===== src/rtl/piece_dispenser_if.sv =====
// Bag handshake toward the generator plus the piece/preview feed toward the game controller.
// The dispenser sits on the slave modport; the bench or surrounding logic takes the master side.
interface piece_dispenser_if #(
  parameter int NPIECES = 7,
  parameter int PW      = 3
);
  logic                    newbag;
  logic                    bag_ready;
  logic [NPIECES*PW-1:0]   bag;
  logic                    take;
  logic [PW-1:0]           piece;
  logic                    piece_valid;
  logic [PW-1:0]           preview;
  logic                    preview_valid;
  logic                    bag_err;
  logic [7:0]              err_count;

  modport slave (
    output newbag,
    input  bag_ready,
    input  bag,
    input  take,
    output piece,
    output piece_valid,
    output preview,
    output preview_valid,
    output bag_err,
    output err_count
  );

  modport master (
    input  newbag,
    output bag_ready,
    output bag,
    output take,
    input  piece,
    input  piece_valid,
    input  preview,
    input  preview_valid,
    input  bag_err,
    input  err_count
  );
endinterface


===== src/rtl/piece_dispenser.sv =====
// 7-bag consumer: requests bags, rejects anything that is not a permutation of 0..NPIECES-1,
// and dispenses pieces from an ACTIVE/SPARE double buffer with a one-piece preview.
module piece_dispenser #(
  parameter int NPIECES = 7,
  parameter int PW      = 3
) (
  input  logic              clk,
  input  logic              nreset,
  piece_dispenser_if.slave  bus
);

  localparam int IW     = $clog2(NPIECES);
  localparam int NCODES = 2 ** PW;
  localparam logic [IW-1:0]     LAST_IDX  = IW'(NPIECES - 1);
  localparam logic [NCODES-1:0] FULL_MASK = NCODES'((1 << NPIECES) - 1);

  typedef logic [NPIECES-1:0][PW-1:0] bag_t;

  typedef enum logic [1:0] {
    IDLE,
    REQ,
    ARM,
    CHECK
  } state_t;

  state_t      state_q, state_d;
  logic        newbag_q, newbag_d;
  logic        bag_err_q, bag_err_d;
  logic [7:0]  err_count_q, err_count_d;
  bag_t        bag_q, bag_d;
  bag_t        active_q, active_d;
  bag_t        spare_q, spare_d;
  logic        active_full_q, active_full_d;
  logic        spare_full_q, spare_full_d;
  logic [IW-1:0] index_q, index_d;

  logic              bag_ok;
  logic              take_ok;
  logic              at_last;
  logic [IW-1:0]     next_idx;
  logic [NCODES-1:0] slot_hot [NPIECES];
  logic [NCODES-1:0] code_mask;

  // A bag is a permutation exactly when the per-slot one-hot codes cover 0..NPIECES-1
  // and nothing else; duplicates leave a hole and code 7 sets a bit outside the mask.
  generate
    for (genvar gi = 0; gi < NPIECES; gi++) begin : g_slot_hot
      assign slot_hot[gi] = NCODES'(1) << bag_q[gi];
    end
  endgenerate

  always_comb begin
    code_mask = '0;
    for (int k = 0; k < NPIECES; k++) begin
      code_mask = code_mask | slot_hot[k];
    end
  end

  assign bag_ok = (code_mask == FULL_MASK);

  always_comb begin
    state_d     = state_q;
    bag_d       = bag_q;
    bag_err_d   = 1'b0;
    err_count_d = err_count_q;
    case (state_q)
      IDLE: begin
        if (!active_full_q || !spare_full_q) state_d = REQ;
      end
      REQ: begin
        if (!bus.bag_ready) state_d = ARM;
      end
      ARM: begin
        if (bus.bag_ready) begin
          bag_d   = bus.bag;
          state_d = CHECK;
        end
      end
      CHECK: begin
        if (bag_ok) begin
          state_d = IDLE;
        end else begin
          state_d   = REQ;
          bag_err_d = 1'b1;
          if (err_count_q != 8'hFF) err_count_d = err_count_q + 8'd1;
        end
      end
      default: state_d = IDLE;
    endcase
    newbag_d = (state_d == REQ) || (state_d == ARM);
  end

  assign take_ok  = bus.take && active_full_q;
  assign at_last  = (index_q == LAST_IDX);
  assign next_idx = index_q + IW'(1);

  always_comb begin
    active_d      = active_q;
    active_full_d = active_full_q;
    spare_d       = spare_q;
    spare_full_d  = spare_full_q;
    index_d       = index_q;
    if (take_ok) begin
      if (!at_last) begin
        index_d = next_idx;
      end else begin
        index_d = '0;
        if (spare_full_q) begin
          active_d     = spare_q;
          spare_full_d = 1'b0;
        end else begin
          active_full_d = 1'b0;
        end
      end
    end
    // Placement uses the post-take view so a swap frees SPARE for the incoming bag.
    if ((state_q == CHECK) && bag_ok) begin
      if (!active_full_d) begin
        active_d      = bag_q;
        active_full_d = 1'b1;
        index_d       = '0;
      end else begin
        spare_d      = bag_q;
        spare_full_d = 1'b1;
      end
    end
  end

  always_ff @(posedge clk) begin
    if (!nreset) begin
      state_q       <= IDLE;
      newbag_q      <= 1'b0;
      bag_err_q     <= 1'b0;
      err_count_q   <= '0;
      bag_q         <= '0;
      active_q      <= '0;
      spare_q       <= '0;
      active_full_q <= 1'b0;
      spare_full_q  <= 1'b0;
      index_q       <= '0;
    end else begin
      state_q       <= state_d;
      newbag_q      <= newbag_d;
      bag_err_q     <= bag_err_d;
      err_count_q   <= err_count_d;
      bag_q         <= bag_d;
      active_q      <= active_d;
      spare_q       <= spare_d;
      active_full_q <= active_full_d;
      spare_full_q  <= spare_full_d;
      index_q       <= index_d;
    end
  end

  always_comb begin
    bus.piece         = '0;
    bus.piece_valid   = active_full_q;
    bus.preview       = '0;
    bus.preview_valid = 1'b0;
    if (active_full_q) begin
      bus.piece = active_q[index_q];
      if (!at_last) begin
        bus.preview       = active_q[next_idx];
        bus.preview_valid = 1'b1;
      end else if (spare_full_q) begin
        bus.preview       = spare_q[0];
        bus.preview_valid = 1'b1;
      end
    end
  end

  assign bus.newbag    = newbag_q;
  assign bus.bag_err   = bag_err_q;
  assign bus.err_count = err_count_q;

endmodule


===== src/flat_wrapper.sv =====
// flat-port wrapper written by rule: the top's interface ports become plain ports
module piece_dispenser_flat 
#(
  parameter int NPIECES = 7,
  parameter int PW      = 3
)
  (clk, nreset, bus_newbag, bus_bag_ready, bus_bag, bus_take, bus_piece, bus_piece_valid, bus_preview, bus_preview_valid, bus_bag_err, bus_err_count);
  piece_dispenser_if #(.NPIECES(NPIECES), .PW(PW)) bus_i ();
  input  logic clk;
  input  logic nreset;
  output wire logic [$bits(bus_i.newbag)-1:0] bus_newbag;
  input wire logic [$bits(bus_i.bag_ready)-1:0] bus_bag_ready;
  input wire logic [$bits(bus_i.bag)-1:0] bus_bag;
  input wire logic [$bits(bus_i.take)-1:0] bus_take;
  output wire logic [$bits(bus_i.piece)-1:0] bus_piece;
  output wire logic [$bits(bus_i.piece_valid)-1:0] bus_piece_valid;
  output wire logic [$bits(bus_i.preview)-1:0] bus_preview;
  output wire logic [$bits(bus_i.preview_valid)-1:0] bus_preview_valid;
  output wire logic [$bits(bus_i.bag_err)-1:0] bus_bag_err;
  output wire logic [$bits(bus_i.err_count)-1:0] bus_err_count;
  assign bus_newbag = bus_i.newbag;
  assign bus_i.bag_ready = bus_bag_ready;
  assign bus_i.bag = bus_bag;
  assign bus_i.take = bus_take;
  assign bus_piece = bus_i.piece;
  assign bus_piece_valid = bus_i.piece_valid;
  assign bus_preview = bus_i.preview;
  assign bus_preview_valid = bus_i.preview_valid;
  assign bus_bag_err = bus_i.bag_err;
  assign bus_err_count = bus_i.err_count;
  piece_dispenser #(.NPIECES(NPIECES), .PW(PW)) u_core (.clk(clk), .nreset(nreset), .bus(bus_i));
endmodule

===== config.mk =====
export PLATFORM = sky130hd
export DESIGN_NAME = piece_dispenser_flat
export DESIGN_NICKNAME = d
export VERILOG_FILES = /design/src/rtl/piece_dispenser_if.sv /design/src/rtl/piece_dispenser.sv /design/src/flat_wrapper.sv
export SDC_FILE = /design/constraint.sdc
export NUM_CORES = 1
export LEC_CHECK = 0
export ABC_AREA = 1
export ABC_CLOCK_PERIOD_IN_PS = 3650
export CORE_MARGIN = 2
export CORE_UTILIZATION = 35
export DETAILED_ROUTE_END_ITERATION = 8
export GPL_TIMING_DRIVEN = 0
export PLACE_DENSITY_LB_ADDON = 0.12
export RECOVER_POWER = 100
export SYNTH_ARGS = -nofsm -noshare
export SYNTH_HDL_FRONTEND = slang
export SYNTH_SLANG_ARGS = --single-unit

===== constraint.sdc =====
create_clock -name clk -period 3.65 [get_ports clk]
set_input_delay 0.365 -clock clk [delete_from_list [all_inputs] [get_ports clk]]
set_output_delay 0.365 -clock clk [all_outputs]
set_load 0.05 [all_outputs]

==> flow_summary.json <==
{
  "run_status": "complete, no violations",
  "cts_sinks": 80,
  "ctsResizeCount": 0,
  "grt_pass1_wl_mm": 24.1,
  "drc_errors": 0,
  "grt_pass1_vias": 4584,
  "fin_crit_ns": 3.57,
  "synth.area.top_cells": "dfxtp_1 35%, nand2_1 16%, o21ai_0 8.9%",
  "layout-drive-gt1-share_pct": 6.83,
  "crit_path_max_fanout": 10,
  "cts_root_buffer": "clkbuf_16",
  "dr.pass1.iters": 6,
  "ys_seq_area_share_pct": 34.6,
  "htree_levels": 3,
  "layout_commonest_cell": "nand2_1",
  "antenna_found_initial": 0,
  "finalHoldViolCount": 0,
  "vias": 5003,
  "arrival_ns": 3.20,
  "synthCells": 733,
  "rsz0062_at_grt": "no",
  "grt_max_degree": 13,
  "fillCellCount": 1395,
  "regArea_mm2": 0.00160,
  "dp_hpwl_mm": 11.5,
  "io_buffers": 42,
  "slew_violations": 0,
  "ant_nets": 0,
  "required_ns": 3.28,
  "wl_per_cell_um": 15.4,
  "core_area_mm2": 0.0131,
  "setup_tns_ns": 0,
  "cts-root-to-sink-buffers": 2,
  "start_util_pct": 35.4,
  "cts_tree": "yes",
  "globalplace.congestion": 0.965,
  "grt_use_total_pct": 21.6,
  "grt.overflow.total": 0,
  "cts_inserted_buffers": 9,
  "syn_nets": 761,
  "fin_total_pwr_w": 0.00199,
  "setup.worst_path.class": "register to primary output",
  "leakage_nw": 2.29,
  "ios": 43,
  "powerDensity_mw_per_mm2": 361,
  "multi_input_area_mm2": 0.00254,
  "synth_top_area_cell": "dfxtp_1",
  "tightest_slew_ns": 1.32,
  "postRouteWirelength_mm": 14.9,
  "yosysTopAreaCellShare_pct": 34.6,
  "row_count": 42,
  "nNetsFinal": 814,
  "yosys_warnings": 0,
  "insertion_delay_ns": 0.35,
  "setup.worst_path.start_class": "register",
  "ir_worst_vdd_v": 0.000167,
  "yosysUniqueCellTypes": 36,
  "cts_hold_buf": 0,
  "cts_setup_buffers": 0,
  "yosys_register_bits": 80,
  "holdWs_ns": 0.504,
  "max_clock_freq_mhz": 280,
  "synth_area_per_cell_um2": 6.32,
  "die_h_um": 119,
  "skew_ns": 0.00839,
  "drtIter0Drc": 403,
  "area_growth_pct": 18.7,
  "netlist_area_mm2": 0.00463,
  "routed_via_density": 5.17,
  "die_area_mm2": 0.0142,
  "maxSlewHeadroom_pct": 11.9,
  "worstSetupEndpointType": "primary output",
  "setup_viol": 0,
  "die_w_um": 119,
  "clkTransAtPathRegs_ns": 0.06,
  "fin_crit_sh_pct": 97.7,
  "diodes": 0,
  "maxCapViolCount": 0,
  "final_core_util_pct": 42.0,
  "hold_class": "register to register",
  "layout_common_cells": "203 x nand2_1, 84 x nor2_1, 82 x o21ai_0, 80 x dfxtp_1"
}
[cell usage after synthesis (all sizes together)]
cell    number
o21ai       89
ha           3
a311oi       1
a22oi        1
nand2      205
a31oi        6
o21a         1
xnor2        3
xor2         4
dfxtp       80
clkinv       1
nor2        86
inv         68
nor3         4
clkbuf      18
nand3       67
o211ai       4
buf         16
nand3b       1
nand4       10
a21oi       65
[state kept, by name, indices dropped and copies added, names as in the netlist]
name / flops
u_core.active_q: 21
u_core.bus.newbag: 1
u_core.state_q: 2
u_core.bus.bag_err: 1
u_core.bag_q: 21
u_core.bus.piece_valid: 1
u_core.spare_q: 21
u_core.bus.err_count: 8
u_core.index_q: 3
u_core.spare_full_q: 1
[cell families (layout without fill, tap and decap cells)]
family,Yosys count,after routing,share of synthesized area [%]
compound gates,167,167,18.9
xor+xnor,7,7,1.32
fa+ha+maj,3,3,0.810
buf+inv,103,161,9.62
flops,80,80,34.6
simple gates,373,373,34.7
[power breakdown]
part | total, W | internal, W | switching (W)
Combinational | 0.000162 | 0.0000595 | 0.000102
Clock | 0.000916 | 0.000552 | 0.000365
Sequential | 0.000909 | 0.000888 | 0.0000209
Total | 0.00199 | 0.00150 | 0.000488
[path summary, 6_finish.rpt]
| path | from | depth (start not counted) | to | slack (ns) |
|---|---|---|---|---|
| min | u_core.bus.err_count[1] | 2 | u_core.bus.err_count[1] | 0.50 |
| min reg2reg | u_core.bus.err_count[1] | 2 | u_core.bus.err_count[1] | 0.50 |
| max | u_core.index_q[0] | 9 | bus_preview[0] | 0.08 |
| max reg2reg | u_core.index_q[0] | 9 | u_core.index_q[2] | 0.32 |
[critical path: stages, from the launching register on]
cell and delay [ns]:
dfxtp_1 0.47, inv_1 0.13, clkbuf_1 0.24, ha_1 0.44, inv_1 0.23, a31oi_1 0.11
o21ai_0 0.13, nand3_1 0.13, a21oi_1 0.16, clkdlybuf4s50_1 0.82
[layer usage]
| metal | track usage, % | wire, um | vias up |
|---|---|---|---|
| met5 | 0 | 0 | - |
| met4 | 6.92 | 307 | 0 |
| met3 | 3.98 | 858 | 27 |
| met2 | 34.5 | 6790 | 193 |
| met1 | 29.5 | 6960 | 2266 |
| li1 | - | - | 2517 |
[area by class of cell]
type / count / area share [%]
Timing Repair Buffer: 42 / 7.42
Inverter: 69 / 4.80
Buffer: 34 / 2.98
Sequential cell: 80 / 29.1
Clock buffer: 14 / 5.35
Tap cell: 176 / 4.00
Clock inverter: 2 / 0.182
Multi-Input combinational cell: 550 / 46.1
[metrics by stage]
step	area [um2]	worst slack [ns]	std cells
after floorplan	4630	1.01	733
after global placement	5270	0.441	951
after detailed placement	5270	0.416	951
after CTS	5580	0.0234	967
after global routing	5500	0.00704	967
final	5500	0.0825	967
Power figures use the tool's default switching activity.
